**config.mk**
```make
export PLATFORM = sky130hd
export DESIGN_NAME = hazard_ctrl_flat
export DESIGN_NICKNAME = d
export VERILOG_FILES = /design/src/rtl/hazard_ctrl_if.sv /design/src/rtl/hazard_ctrl.sv /design/src/flat_wrapper.sv
export SDC_FILE = /design/constraint.sdc
export NUM_CORES = 1
export LEC_CHECK = 0
export ABC_AREA = 1
export CELL_PAD_IN_SITES_DETAIL_PLACEMENT = 1
export CELL_PAD_IN_SITES_GLOBAL_PLACEMENT = 1
export CORE_MARGIN = 2
export CORE_UTILIZATION = 30
export CTS_CLUSTER_SIZE = 25
export DETAILED_ROUTE_END_ITERATION = 7
export GPL_TIMING_DRIVEN = 0
export PLACE_DENSITY_LB_ADDON = 0.1
export SLEW_MARGIN = 20
export SYNTH_ARGS = -nofsm -noshare
export SYNTH_HDL_FRONTEND = slang
export SYNTH_SLANG_ARGS = --single-unit
```
**constraint.sdc**
```tcl
create_clock -name clk -period 1.3 [get_ports clk]
set_input_delay 0.26 -clock clk [delete_from_list [all_inputs] [get_ports clk]]
set_output_delay 0.26 -clock clk [all_outputs]
set_load 0.01 [all_outputs]
```
**src/rtl/hazard_ctrl_if.sv**
```systemverilog
// D-stage hazard bundle: classifier tuple in, stall and forwarding selects out.
// master = pipeline/classifier side, slave = hazard_ctrl.
interface hazard_ctrl_if;
  logic [1:0]  Tuse_rs;
  logic [1:0]  Tuse_rt;
  logic [1:0]  TnewD;
  logic [4:0]  A_rsD;
  logic [4:0]  A_rtD;
  logic [4:0]  AwriteD;
  logic        stall;
  logic [1:0]  FwdRsD;
  logic [1:0]  FwdRtD;
  logic [1:0]  FwdRsE;
  logic [1:0]  FwdRtE;
  logic [1:0]  FwdRtM;
  logic [31:0] stall_cnt;

  modport master (
    output Tuse_rs, Tuse_rt, TnewD, A_rsD, A_rtD, AwriteD,
    input  stall, FwdRsD, FwdRtD, FwdRsE, FwdRtE, FwdRtM, stall_cnt
  );

  modport slave (
    input  Tuse_rs, Tuse_rt, TnewD, A_rsD, A_rtD, AwriteD,
    output stall, FwdRsD, FwdRtD, FwdRsE, FwdRtE, FwdRtM, stall_cnt
  );
endinterface

```
**src/rtl/hazard_ctrl.sv**
```systemverilog
// Five-stage MIPS hazard controller: tracks Tnew/address shadows for E/M/W and
// drives the D stall plus forwarding selects. Optional macro HAZARD_STAT_EN adds a stall counter.
module hazard_ctrl (
  input  logic          clk,
  input  logic          reset_n,
  hazard_ctrl_if.slave  hif
);

  // Only the fields a consumer actually reads are kept: rs/rt in E, rt in M,
  // and the destination in W (whose Tnew is always 0).
  logic [4:0] r_a_rs_e;
  logic [4:0] r_a_rt_e;
  logic [4:0] r_awrite_e;
  logic [1:0] r_tnew_e;
  logic [4:0] r_a_rt_m;
  logic [4:0] r_awrite_m;
  logic [1:0] r_tnew_m;
  logic [4:0] r_awrite_w;

  logic       w_stall_rs;
  logic       w_stall_rt;
  logic       w_stall;

  function automatic logic [1:0] sat_dec(input logic [1:0] t);
    return (t == 2'd0) ? 2'd0 : t - 2'd1;
  endfunction

  function automatic logic src_stall(
    input logic [4:0] a,
    input logic [1:0] tuse,
    input logic [4:0] aw_e,
    input logic [1:0] tn_e,
    input logic [4:0] aw_m,
    input logic [1:0] tn_m
  );
    logic hit_e;
    logic hit_m;
    hit_e = (a == aw_e) && (tuse < tn_e);
    hit_m = (a == aw_m) && (tuse < tn_m);
    return (a != 5'd0) && (tuse != 2'd3) && (hit_e || hit_m);
  endfunction

  function automatic logic [1:0] fwd_d(
    input logic [4:0] a,
    input logic [4:0] aw_e,
    input logic [1:0] tn_e,
    input logic [4:0] aw_m,
    input logic [1:0] tn_m,
    input logic [4:0] aw_w
  );
    if (a == 5'd0)                                    return 2'd0;
    else if (aw_e != 5'd0 && aw_e == a && tn_e == 2'd0) return 2'd1;
    else if (aw_m != 5'd0 && aw_m == a && tn_m == 2'd0) return 2'd2;
    else if (aw_w != 5'd0 && aw_w == a)                 return 2'd3;
    else                                              return 2'd0;
  endfunction

  function automatic logic [1:0] fwd_e(
    input logic [4:0] a,
    input logic [4:0] aw_m,
    input logic [1:0] tn_m,
    input logic [4:0] aw_w
  );
    if (a == 5'd0)                                    return 2'd0;
    else if (aw_m != 5'd0 && aw_m == a && tn_m == 2'd0) return 2'd2;
    else if (aw_w != 5'd0 && aw_w == a)                 return 2'd3;
    else                                              return 2'd0;
  endfunction

  function automatic logic [1:0] fwd_m(
    input logic [4:0] a,
    input logic [4:0] aw_w
  );
    return (a != 5'd0 && aw_w != 5'd0 && aw_w == a) ? 2'd3 : 2'd0;
  endfunction

  assign w_stall_rs = src_stall(hif.A_rsD, hif.Tuse_rs, r_awrite_e, r_tnew_e,
                                r_awrite_m, r_tnew_m);
  assign w_stall_rt = src_stall(hif.A_rtD, hif.Tuse_rt, r_awrite_e, r_tnew_e,
                                r_awrite_m, r_tnew_m);
  assign w_stall    = w_stall_rs | w_stall_rt;

  assign hif.stall  = w_stall;
  assign hif.FwdRsD = fwd_d(hif.A_rsD, r_awrite_e, r_tnew_e, r_awrite_m, r_tnew_m, r_awrite_w);
  assign hif.FwdRtD = fwd_d(hif.A_rtD, r_awrite_e, r_tnew_e, r_awrite_m, r_tnew_m, r_awrite_w);
  assign hif.FwdRsE = fwd_e(r_a_rs_e, r_awrite_m, r_tnew_m, r_awrite_w);
  assign hif.FwdRtE = fwd_e(r_a_rt_e, r_awrite_m, r_tnew_m, r_awrite_w);
  assign hif.FwdRtM = fwd_m(r_a_rt_m, r_awrite_w);

  // D -> E: a stall turns E into a bubble while M and W keep draining.
  always_ff @(posedge clk) begin
    if (!reset_n) begin
      r_a_rs_e   <= 5'd0;
      r_a_rt_e   <= 5'd0;
      r_awrite_e <= 5'd0;
      r_tnew_e   <= 2'd0;
      r_a_rt_m   <= 5'd0;
      r_awrite_m <= 5'd0;
      r_tnew_m   <= 2'd0;
      r_awrite_w <= 5'd0;
    end else begin
      if (w_stall) begin
        r_a_rs_e   <= 5'd0;
        r_a_rt_e   <= 5'd0;
        r_awrite_e <= 5'd0;
        r_tnew_e   <= 2'd0;
      end else begin
        r_a_rs_e   <= hif.A_rsD;
        r_a_rt_e   <= hif.A_rtD;
        r_awrite_e <= hif.AwriteD;
        r_tnew_e   <= sat_dec(hif.TnewD);
      end
      // E -> M -> W
      r_a_rt_m   <= r_a_rt_e;
      r_awrite_m <= r_awrite_e;
      r_tnew_m   <= sat_dec(r_tnew_e);
      r_awrite_w <= r_awrite_m;
    end
  end

`ifdef HAZARD_STAT_EN
  logic [31:0] r_stall_cnt;

  always_ff @(posedge clk) begin
    if (!reset_n)     r_stall_cnt <= 32'h0;
    else if (w_stall) r_stall_cnt <= r_stall_cnt + 32'h1;
  end

  assign hif.stall_cnt = r_stall_cnt;
`else
  assign hif.stall_cnt = 32'h0;
`endif

endmodule

```
**src/flat_wrapper.sv**
```systemverilog
// flat-port wrapper written by rule: the top's interface ports become plain ports
module hazard_ctrl_flat 
  (clk, reset_n, hif_Tuse_rs, hif_Tuse_rt, hif_TnewD, hif_A_rsD, hif_A_rtD, hif_AwriteD, hif_stall, hif_FwdRsD, hif_FwdRtD, hif_FwdRsE, hif_FwdRtE, hif_FwdRtM, hif_stall_cnt);
  hazard_ctrl_if hif_i ();
  input  logic clk;
  input  logic reset_n;
  input wire logic [$bits(hif_i.Tuse_rs)-1:0] hif_Tuse_rs;
  input wire logic [$bits(hif_i.Tuse_rt)-1:0] hif_Tuse_rt;
  input wire logic [$bits(hif_i.TnewD)-1:0] hif_TnewD;
  input wire logic [$bits(hif_i.A_rsD)-1:0] hif_A_rsD;
  input wire logic [$bits(hif_i.A_rtD)-1:0] hif_A_rtD;
  input wire logic [$bits(hif_i.AwriteD)-1:0] hif_AwriteD;
  output wire logic [$bits(hif_i.stall)-1:0] hif_stall;
  output wire logic [$bits(hif_i.FwdRsD)-1:0] hif_FwdRsD;
  output wire logic [$bits(hif_i.FwdRtD)-1:0] hif_FwdRtD;
  output wire logic [$bits(hif_i.FwdRsE)-1:0] hif_FwdRsE;
  output wire logic [$bits(hif_i.FwdRtE)-1:0] hif_FwdRtE;
  output wire logic [$bits(hif_i.FwdRtM)-1:0] hif_FwdRtM;
  output wire logic [$bits(hif_i.stall_cnt)-1:0] hif_stall_cnt;
  assign hif_i.Tuse_rs = hif_Tuse_rs;
  assign hif_i.Tuse_rt = hif_Tuse_rt;
  assign hif_i.TnewD = hif_TnewD;
  assign hif_i.A_rsD = hif_A_rsD;
  assign hif_i.A_rtD = hif_A_rtD;
  assign hif_i.AwriteD = hif_AwriteD;
  assign hif_stall = hif_i.stall;
  assign hif_FwdRsD = hif_i.FwdRsD;
  assign hif_FwdRtD = hif_i.FwdRtD;
  assign hif_FwdRsE = hif_i.FwdRsE;
  assign hif_FwdRtE = hif_i.FwdRtE;
  assign hif_FwdRtM = hif_i.FwdRtM;
  assign hif_stall_cnt = hif_i.stall_cnt;
  hazard_ctrl u_core (.clk(clk), .reset_n(reset_n), .hif(hif_i));
endmodule
```
# == Word level (Yosys, flattened, before mapping) ==
# Cells that the tools add are included.
# word_totals
reg_bits,34
in_bits,23
output_inout_bits,43
word_cells,92
# op_classes
add_sub_neg,2
magnitude_cmp,4
eq_ne,17
mux,15
bitwise,2
reduce_logical,44
# ops
op,n
5-bit == test,15
2-bit two-way mux,15
5-bit nonzero test,6
1-bit logical AND,26
5-bit logical NOT,4
2-bit less-than comparator,4
2-bit logical NOT,3
"2-bit != test, second input constant",2
2-bit OR reduction,2
"2-bit by 1-bit subtractor with 2-bit output, second input constant",2
3-bit OR reduction,1
1-bit logical OR,2
1-bit inverter,1
1-bit OR,1

# == Longest topological paths before layout ==
# Gate-level depths: netlist of the first run.
# depth
word_depth,6
depth_mapped,11
ltp_nobuf,9

# == Worst setup path before layout of the first run ==
# OpenSTA, ideal clock, no wires.
# synth_path
path_kind,flip-flop to output port
from,register u_core.r_awrite_w[4]
to,output hif_FwdRtM[1]
arrival_ns,1.383
required_ns,1.040
slack_ns,-0.343
path_stages_with_launch,7
n_path_buf,2
cell_sequence,dfxtp_1 -> clkbuf_1 -> nor3_1 -> nand3_1 -> nand3b_1 -> nor3_1 -> buf_4
# synth_via
elab_chain_len,4
elab_cells_between_ends,5
# synth_rtl
element,line,rtl
"start, declared",hazard_ctrl.sv:18,logic [4:0] r_awrite_w;
"start signal, assigned",hazard_ctrl.sv:117,r_awrite_w <= r_awrite_m;
5-bit nonzero test,hazard_ctrl.sv:74,return (a != 5'd0 && aw_w != 5'd0 && aw_w == a) ? 2'd3 : 2'd0;
1-bit logical AND,hazard_ctrl.sv:74,
1-bit logical AND *,hazard_ctrl.sv:74,
2-bit two-way mux *,hazard_ctrl.sv:74,
"end, declared",flat_wrapper.sv:18,output wire logic [$bits(hif_i.FwdRtM)-1:0] hif_FwdRtM;
# Every way passes the cells marked *; elsewhere a longest branch is shown, timed or not.

# == Worst setup path after layout of the first run ==
# layout_path
from,register u_core.r_awrite_m[2]
to,output hif_FwdRtD[1]
# layout_via
elab_chain_len,6
elab_cells_between_ends,7
# layout_rtl
element,line,rtl
"start, declared",hazard_ctrl.sv:16,logic [4:0] r_awrite_m;
"start signal, assigned",hazard_ctrl.sv:115,r_awrite_m <= r_awrite_e;
5-bit == test or 5-bit nonzero test (tied branches),hazard_ctrl.sv:53,else if (aw_m != 5'd0 && aw_m == a && tn_m == 2'd0) return 2'd2;
1-bit logical AND * (2 in a row),hazard_ctrl.sv:53,
2-bit two-way mux *,hazard_ctrl.sv:53,
2-bit two-way mux *,hazard_ctrl.sv:52,else if (aw_e != 5'd0 && aw_e == a && tn_e == 2'd0) return 2'd1;
2-bit two-way mux *,hazard_ctrl.sv:51,if (a == 5'd0) return 2'd0;
"end, declared",flat_wrapper.sv:15,output wire logic [$bits(hif_i.FwdRtD)-1:0] hif_FwdRtD;
# Marked as above.

==> results of run 1 <==
[synth_stat cells (all sizes together)]
| library cell | count | area share [%] |
|---|---|---|
| nand3b | 1 | 0.32 |
| nand3 | 9 | 2.5 |
| a21oi | 10 | 2.1 |
| nor3b | 1 | 0.32 |
| buf | 41 | 13 |
| nor2 | 38 | 6.1 |
| clkbuf | 2 | 0.32 |
| nor3 | 8 | 1.7 |
| nand2 | 83 | 14 |
| inv | 63 | 10 |
| a31oi | 1 | 0.27 |
| dfxtp | 34 | 29 |
| nand4 | 15 | 4.0 |
| ha | 6 | 3.2 |
| o221ai | 1 | 0.37 |
| o22ai | 2 | 0.53 |
| nor4 | 1 | 0.27 |
| or2 | 1 | 0.27 |
| xor2 | 16 | 6.0 |
| conb | 1 | 0.16 |
| o2111ai | 1 | 0.37 |
| xnor2 | 12 | 4.5 |
| o21ai | 5 | 1.1 |
[area by class of cell]
type | count | area share (%)
flip-flops and latches | 34 | 19.8
multi-input cells | 243 | 41.5
clock buffers | 5 | 1.85
inverters | 63 | 6.95
repair buffers | 69 | 17.1
clock inverters | 3 | 1.21
plain buffers | 38 | 8.19
well taps | 102 | 3.42
[critical path, stage by stage, from the launching register on]
cell	delay, ns
dfxtp_2	0.34
buf_8	0.13
inv_4	0.05
nand2_2	0.05
nand2_2	0.06
nor2_4	0.11
nand3_2	0.09
nor2_4	0.14
inv_2	0.04
a21oi_2	0.15
buf_2	0.15
[metal layers]
| layer | global-route usage, % | routed length (um) |
|---|---|---|
| met1 | 22.5 | 3440 |
| met2 | 33.6 | 4110 |
| met3 | 3.74 | 344 |
| met4 | 7.34 | 125 |
| met5 | 0 | 0 |
[worst max-delay path by stage]
stage / slack [ns] / depth (start not counted) / endpoint / from
after floorplan: -0.15 / 6 / hif_FwdRtM[1] / u_core.r_awrite_w[0]$_SDFF_PN0_
after global placement: -1.17 / 10 / hif_stall / hif_A_rsD[0]
after detailed placement: -1.21 / 10 / hif_FwdRtD[1] / hif_A_rtD[2]
after CTS: -0.59 / 8 / hif_FwdRtD[1] / u_core.r_awrite_m[0]$_SDFF_PN0_
after global routing: -0.67 / 10 / hif_FwdRtD[1] / u_core.r_awrite_m[2]$_SDFF_PN0_
final: -0.57 / 10 / hif_FwdRtD[1] / u_core.r_awrite_m[2]$_SDFF_PN0_
[flip-flops by register name, indices dropped and copies added (netlist names)]
signal             cells
u_core.r_a_rt_e        5
u_core.r_tnew_e        2
u_core.r_a_rs_e        5
u_core.r_awrite_e      5
u_core.r_awrite_m      5
u_core.r_awrite_w      5
u_core.r_tnew_m        2
u_core.r_a_rt_m        5
[cells in the final DEF, fill, tap and decap left out, types with 9 or more instances in the layout]
cell type        Yosys  final
xnor2_1             12     11
dfxtp_4              0     14
dfxtp_1             34     16
inv_2                2      9
buf_6                1     14
nor2_2               0     16
dlygate4sd2_1        0     12
inv_1               61     47
clkdlybuf4s50_1      0      9
buf_2                3     10
nor2_1              38     15
xor2_1              16     16
nand2_1             81     76
nand4_1             15     15
conb_1               1     32
buf_4               37     55
[cell families after synthesis]
group	Yosys count	synth area share, %
AO/OA/AOI/OAI	20	4.75
XOR/XNOR	28	10.5
adder cells (fa/ha/maj)	6	3.21
buffers and inverters	106	23.4
flip-flops	34	29.1
other	1	0.160
AND/OR/NAND/NOR	157	29.0
[power breakdown]
part	total (mW)	leakage, nW	internal [mW]	switching, mW
combinational	0.946	1.59	0.465	0.481
clock	1.02	0.0504	0.570	0.453
sequential	1.16	0.292	1.09	0.0773
[timing repair]
action / CTS / global route
setup buffers: 26 / 13
pin swaps: 36 / 26
gates cloned: 1 / 0
resized for setup: 135 / 55
endpoints found under the setup margin: 28 / 28
[per-stage QoR]
step | cell area (sq um) | util, % | setup WS [ns] | power, mW | hold WS (ns)
2_1_floorplan | 2560 | - | -0.149 | 1.65 | 0.332
3_3_place_gp | 3010 | 39.4 | -1.17 | 1.88 | 0.462
3_5_place_dp | 3010 | 39.4 | -1.21 | 1.90 | 0.466
4_1_cts | 3520 | 46.0 | -0.586 | 3.08 | 0.263
5_1_grt | 3730 | 48.7 | -0.672 | 3.30 | 0.254
6_report | 3730 | 48.7 | -0.573 | 3.13 | 0.264
==> results.yml, run 1 <==
status:
  status: "finished with violations"
  violations: "setup timing"
logic_synthesis:
  syn_area_sq_um: 2340
  postSynthCellCount: 352
  synth_seq_cells: 34
  ys_seq_area_share_pct: 29.1
  ys_types: 28
  avgSynthCellArea_sq_um: 6.65
  yosysWarnings: 0
route:
  post_drt_wl_per_cell_um: 14.4
  drcViolationCount: 0
  wirelength_mm: 8.02
  drt_iter0_markers: 73
  via_per_inst: 4.35
  first_pass_iters: 4
  ant_nets: 0
  via_count: 2424
critical_path:
  reg2reg_setup_slack_ns: -0.47
  worstSetupPathType: "flip-flop to output pin"
  crit_required_ns: 1.04
  r2r_end: "u_core.r_awrite_e[4]$_SDFF_PP0_"
  cp-end-kind: "output pin"
  r2r-start: "u_core.r_tnew_m[1]$_SDFF_PP0_"
  worst_setup_path_start_kind: "flip-flop"
  path_max_fanout: 7
  ff2ff_path_depth: 12
  arrival_ns: 1.61
pwr:
  leakage_nw: 1.94
  ir_worst_vdd_v: 0.000455
  p_per_area_nw_per_um2: 841
global_routing:
  grt_max_degree: 13
  grt_antenna_before_repair: 0
  grt_usage_pct: 19.0
  grt_pass1_vias: 2477
  grt.overflow.total: 0
  grt_first_pass_wirelength_mm: 12.2
timing:
  period_share_pct: 144
  slew_violations: 0
  max_freq_ghz: 0.534
  fin_ws_ns: -0.573
  hold_viol_final: 0
  fin_setup_tns_ns: -12.83
  fin_worst_skew_ns: 0.00741
  finalSetupViolCount: 28
  grt_setup_unrepaired: "true"
  fin_crit_ns: 1.87
place:
  dp_hpwl_mm: 5.52
  numPortBuffers: 32
  dp_cells: 517
  gp_congestion: 0.862
clock_tree:
  cts_made_buffers: 5
  insertion_delay_ns: 0.30
  htreeDepth: 2
  cts_tree: "done"
  clk_pin_slew_ns: 0.08
  holdBufCountCts: 0
  clockBufferDepth: 2
  clkSinkCount: 34
  cts-root-buf: "clkbuf_8"
layout:
  stdcell_count: 557
  drive_gt1_share_pct: 41.5
  antenna_cells: 0
  nets: 483
  seqCellArea_sq_um: 738
  final.fill_count: 949
  syn_to_final_growth_pct: 59.1
  multi_input_area_sq_um: 1550
floorplanning:
  ios: 66
  die_w_um: 92.4
  initial_core_util_pct: 30.6
  die_area_sq_um: 8530
  die_h_um: 92.4
  core_area_sq_um: 7650
  rows: 32
hold_path:
  min_from: "reset_n"
  hold_end: "u_core.r_awrite_w[4]$_SDFF_PN0_"
  hp-class: "input port to flip-flop"
  worst_hold_path.num_cells: 3
flow_run:
  drv_cap: 0
Note: power is estimated with default switching activity, not from simulation.
==> run 2: changes to the inputs <==
--- a/config.mk
+++ b/config.mk
@@ -9,7 +9,8 @@
 export CELL_PAD_IN_SITES_DETAIL_PLACEMENT = 1
 export CELL_PAD_IN_SITES_GLOBAL_PLACEMENT = 1
 export CORE_MARGIN = 2
-export CORE_UTILIZATION = 30
+export CORE_UTILIZATION = 31
+export CTS_BUF_LIST = sky130_fd_sc_hd__clkbuf_2
 export CTS_CLUSTER_SIZE = 25
 export DETAILED_ROUTE_END_ITERATION = 7
 export GPL_TIMING_DRIVEN = 0
==> results.yml, run 2 (synthesized netlist as in run 1, its figures left out) <==
timing:
  period_share_pct: 159
  fin_ws_ns: -0.772
  fin_crit_ns: 2.07
  hold_viol_final: 0
  finalSetupViolCount: 28
  slew_violations: 0
  max_freq_ghz: 0.483
  fin_setup_tns_ns: -14.67
  grt_setup_unrepaired: "true"
  fin_worst_skew_ns: 0.0283
layout:
  final_cell_mix: "72 x nand2_1, 54 x buf_4, 52 x inv_1"
  antenna_cells: 0
  syn_to_final_growth_pct: 61.0
  layout_commonest_cell: "nand2_1"
  nets: 484
  seqCellArea_sq_um: 728
  multi_input_area_sq_um: 1590
  stdcell_count: 555
  drive_gt1_share_pct: 40.1
  final_core_util_pct: 51.7
  final.fill_count: 932
pwr:
  power.share.combinational_pct: 31.5
  total_power_mw: 3.12
  pwr-share-seq_pct: 37.7
  ir_worst_vdd_v: 0.000490
  p_per_area_nw_per_um2: 827
  netSwitchingPower_mw: 1.02
  p_clk_share_pct: 30.8
  leakage_nw: 1.98
  sw_frac_of_total_pct: 32.9
  internal_power_mw: 2.09
flow_run:
  drv_cap: 0
place:
  numPortBuffers: 32
  gp_congestion: 0.854
  dp_hpwl_mm: 5.75
  dp_cells: 514
critical_path:
  arrival_ns: 1.81
  cp.depth: 8
  cp-end-kind: "output pin"
  path_cells: "clkinvlp_4 -> nand2_2 -> nand4_1 -> nor3_2 -> buf_4 -> nand3_2 -> o21ai_2 -> buf_2"
  max_stage_delay_ns: 0.43
  path_max_fanout: 4
  r2r-start: "u_core.r_tnew_m[1]$_SDFF_PP0_"
  worstSetupPathType: "flip-flop to output pin"
  crit_required_ns: 1.04
  worst_path_dominant_cell_family: "simple AND/OR/NAND/NOR gates"
  worst_setup_path_start_kind: "flip-flop"
  worst-path-buf-inv: 3
  slowest_stage: "dfxtp_4"
  ff2ff_path_depth: 12
  critPathLaunch: "u_core.r_awrite_w[3]$_SDFF_PN0_"
clock_tree:
  clk_pin_slew_ns: 0.20
  insertion_delay_ns: 0.43
  clockBufferDepth: 2
  cts-root-buf: "clkbuf_2"
  holdBufCountCts: 0
  clkSinkCount: 34
  cts_made_buffers: 5
  htreeDepth: 2
  cts_tree: "done"
global_routing:
  grt_max_degree: 13
  grt.overflow.total: 0
  grt_usage_pct: 20.5
  grt_first_pass_wirelength_mm: 13.2
  grt_pass1_vias: 2594
  grt_antenna_before_repair: 0
route:
  wirelength_mm: 8.54
  drcViolationCount: 0
  via_count: 2467
  first_pass_iters: 4
  via_per_inst: 4.45
  drt_iter0_markers: 69
  ant_nets: 0
  post_drt_wl_per_cell_um: 15.4
floorplanning:
  initial_core_util_pct: 32.1
  core_area_sq_um: 7290
  die_h_um: 90.9
  die_area_sq_um: 8270
  rows: 31
  ios: 66
  die_w_um: 90.9
status:
  status: "finished with violations"
  violations: "setup timing"
hold_path:
  hp-class: "input port to flip-flop"
  min_from: "reset_n"
  worst_hold_path.num_cells: 3
run 2: what timing repair did:
item / 4_1_cts / 5_1_grt
setup endpoints to repair: 28 / 28
pin swaps: 33 / 40
buffers inserted: 30 / 10
gates resized for setup: 118 / 65
cloned: 1 / 0
run 2: layout make-up:
class,instances,share of cell area [%]
plain buffers,37,7.70
clock buffers,5,0.664
clock inverters,3,1.83
inverters,63,6.90
multi-input cells,243,42.1
flip-flops and latches,34,19.3
well taps,99,3.29
repair buffers,71,18.3
run 2: path summary, 6_finish.rpt:
| path | slack (ns) | endpoint |
|---|---|---|
| max | -0.77 | hif_FwdRsD[0] |
| min reg2reg | 0.47 | u_core.r_tnew_m[0]$_SDFF_PP0_ |
| min | 0.12 | u_core.r_awrite_w[3]$_SDFF_PN0_ |
| max reg2reg | -0.46 | u_core.r_awrite_e[3]$_SDFF_PP0_ |
run 2: stage by stage:
stage          setup WS (ns)  hold WS (ns)  cell area [sq um]
3_3_place_gp           -1.19         0.467               3010
3_5_place_dp           -1.21         0.473               3010
5_1_grt               -0.898        0.0787               3770
6_report              -0.772         0.120               3770
4_1_cts               -0.777        0.0992               3490
2_1_floorplan         -0.149         0.332               2560
run 2: worst register-to-register path, stage by stage, from the launching register on:
cell and delay (ns):
dfxtp_4 0.43, inv_4 0.05, ha_4 0.21, a21oi_2 0.11
nand4_1 0.10, nand2_1 0.09, nand2_2 0.08, buf_6 0.12
buf_6 0.11, nand3_4 0.09, buf_12 0.12, buf_12 0.12
nor2_1 0.04
run 2: metal layers:
metal  GRT usage [%]  part of all wire [%]  vias up
li1                -                     -     1223
met1            24.7                    41     1164
met2            36.7                    52       69
met3            4.34                   5.4       11
met4            5.18                   1.5        0
met5               0                     0        -
run 2: power by group through the flow:
stage / logic [mW] / registers [mW] / clock network [mW]
detailed placement: 0.726 / 1.18 / 0
finish: 0.981 / 1.17 / 0.961
floorplan: 0.488 / 1.16 / 0
global route: 1.07 / 1.18 / 1.02
global placement: 0.705 / 1.18 / 0
CTS: 0.848 / 1.17 / 0.977
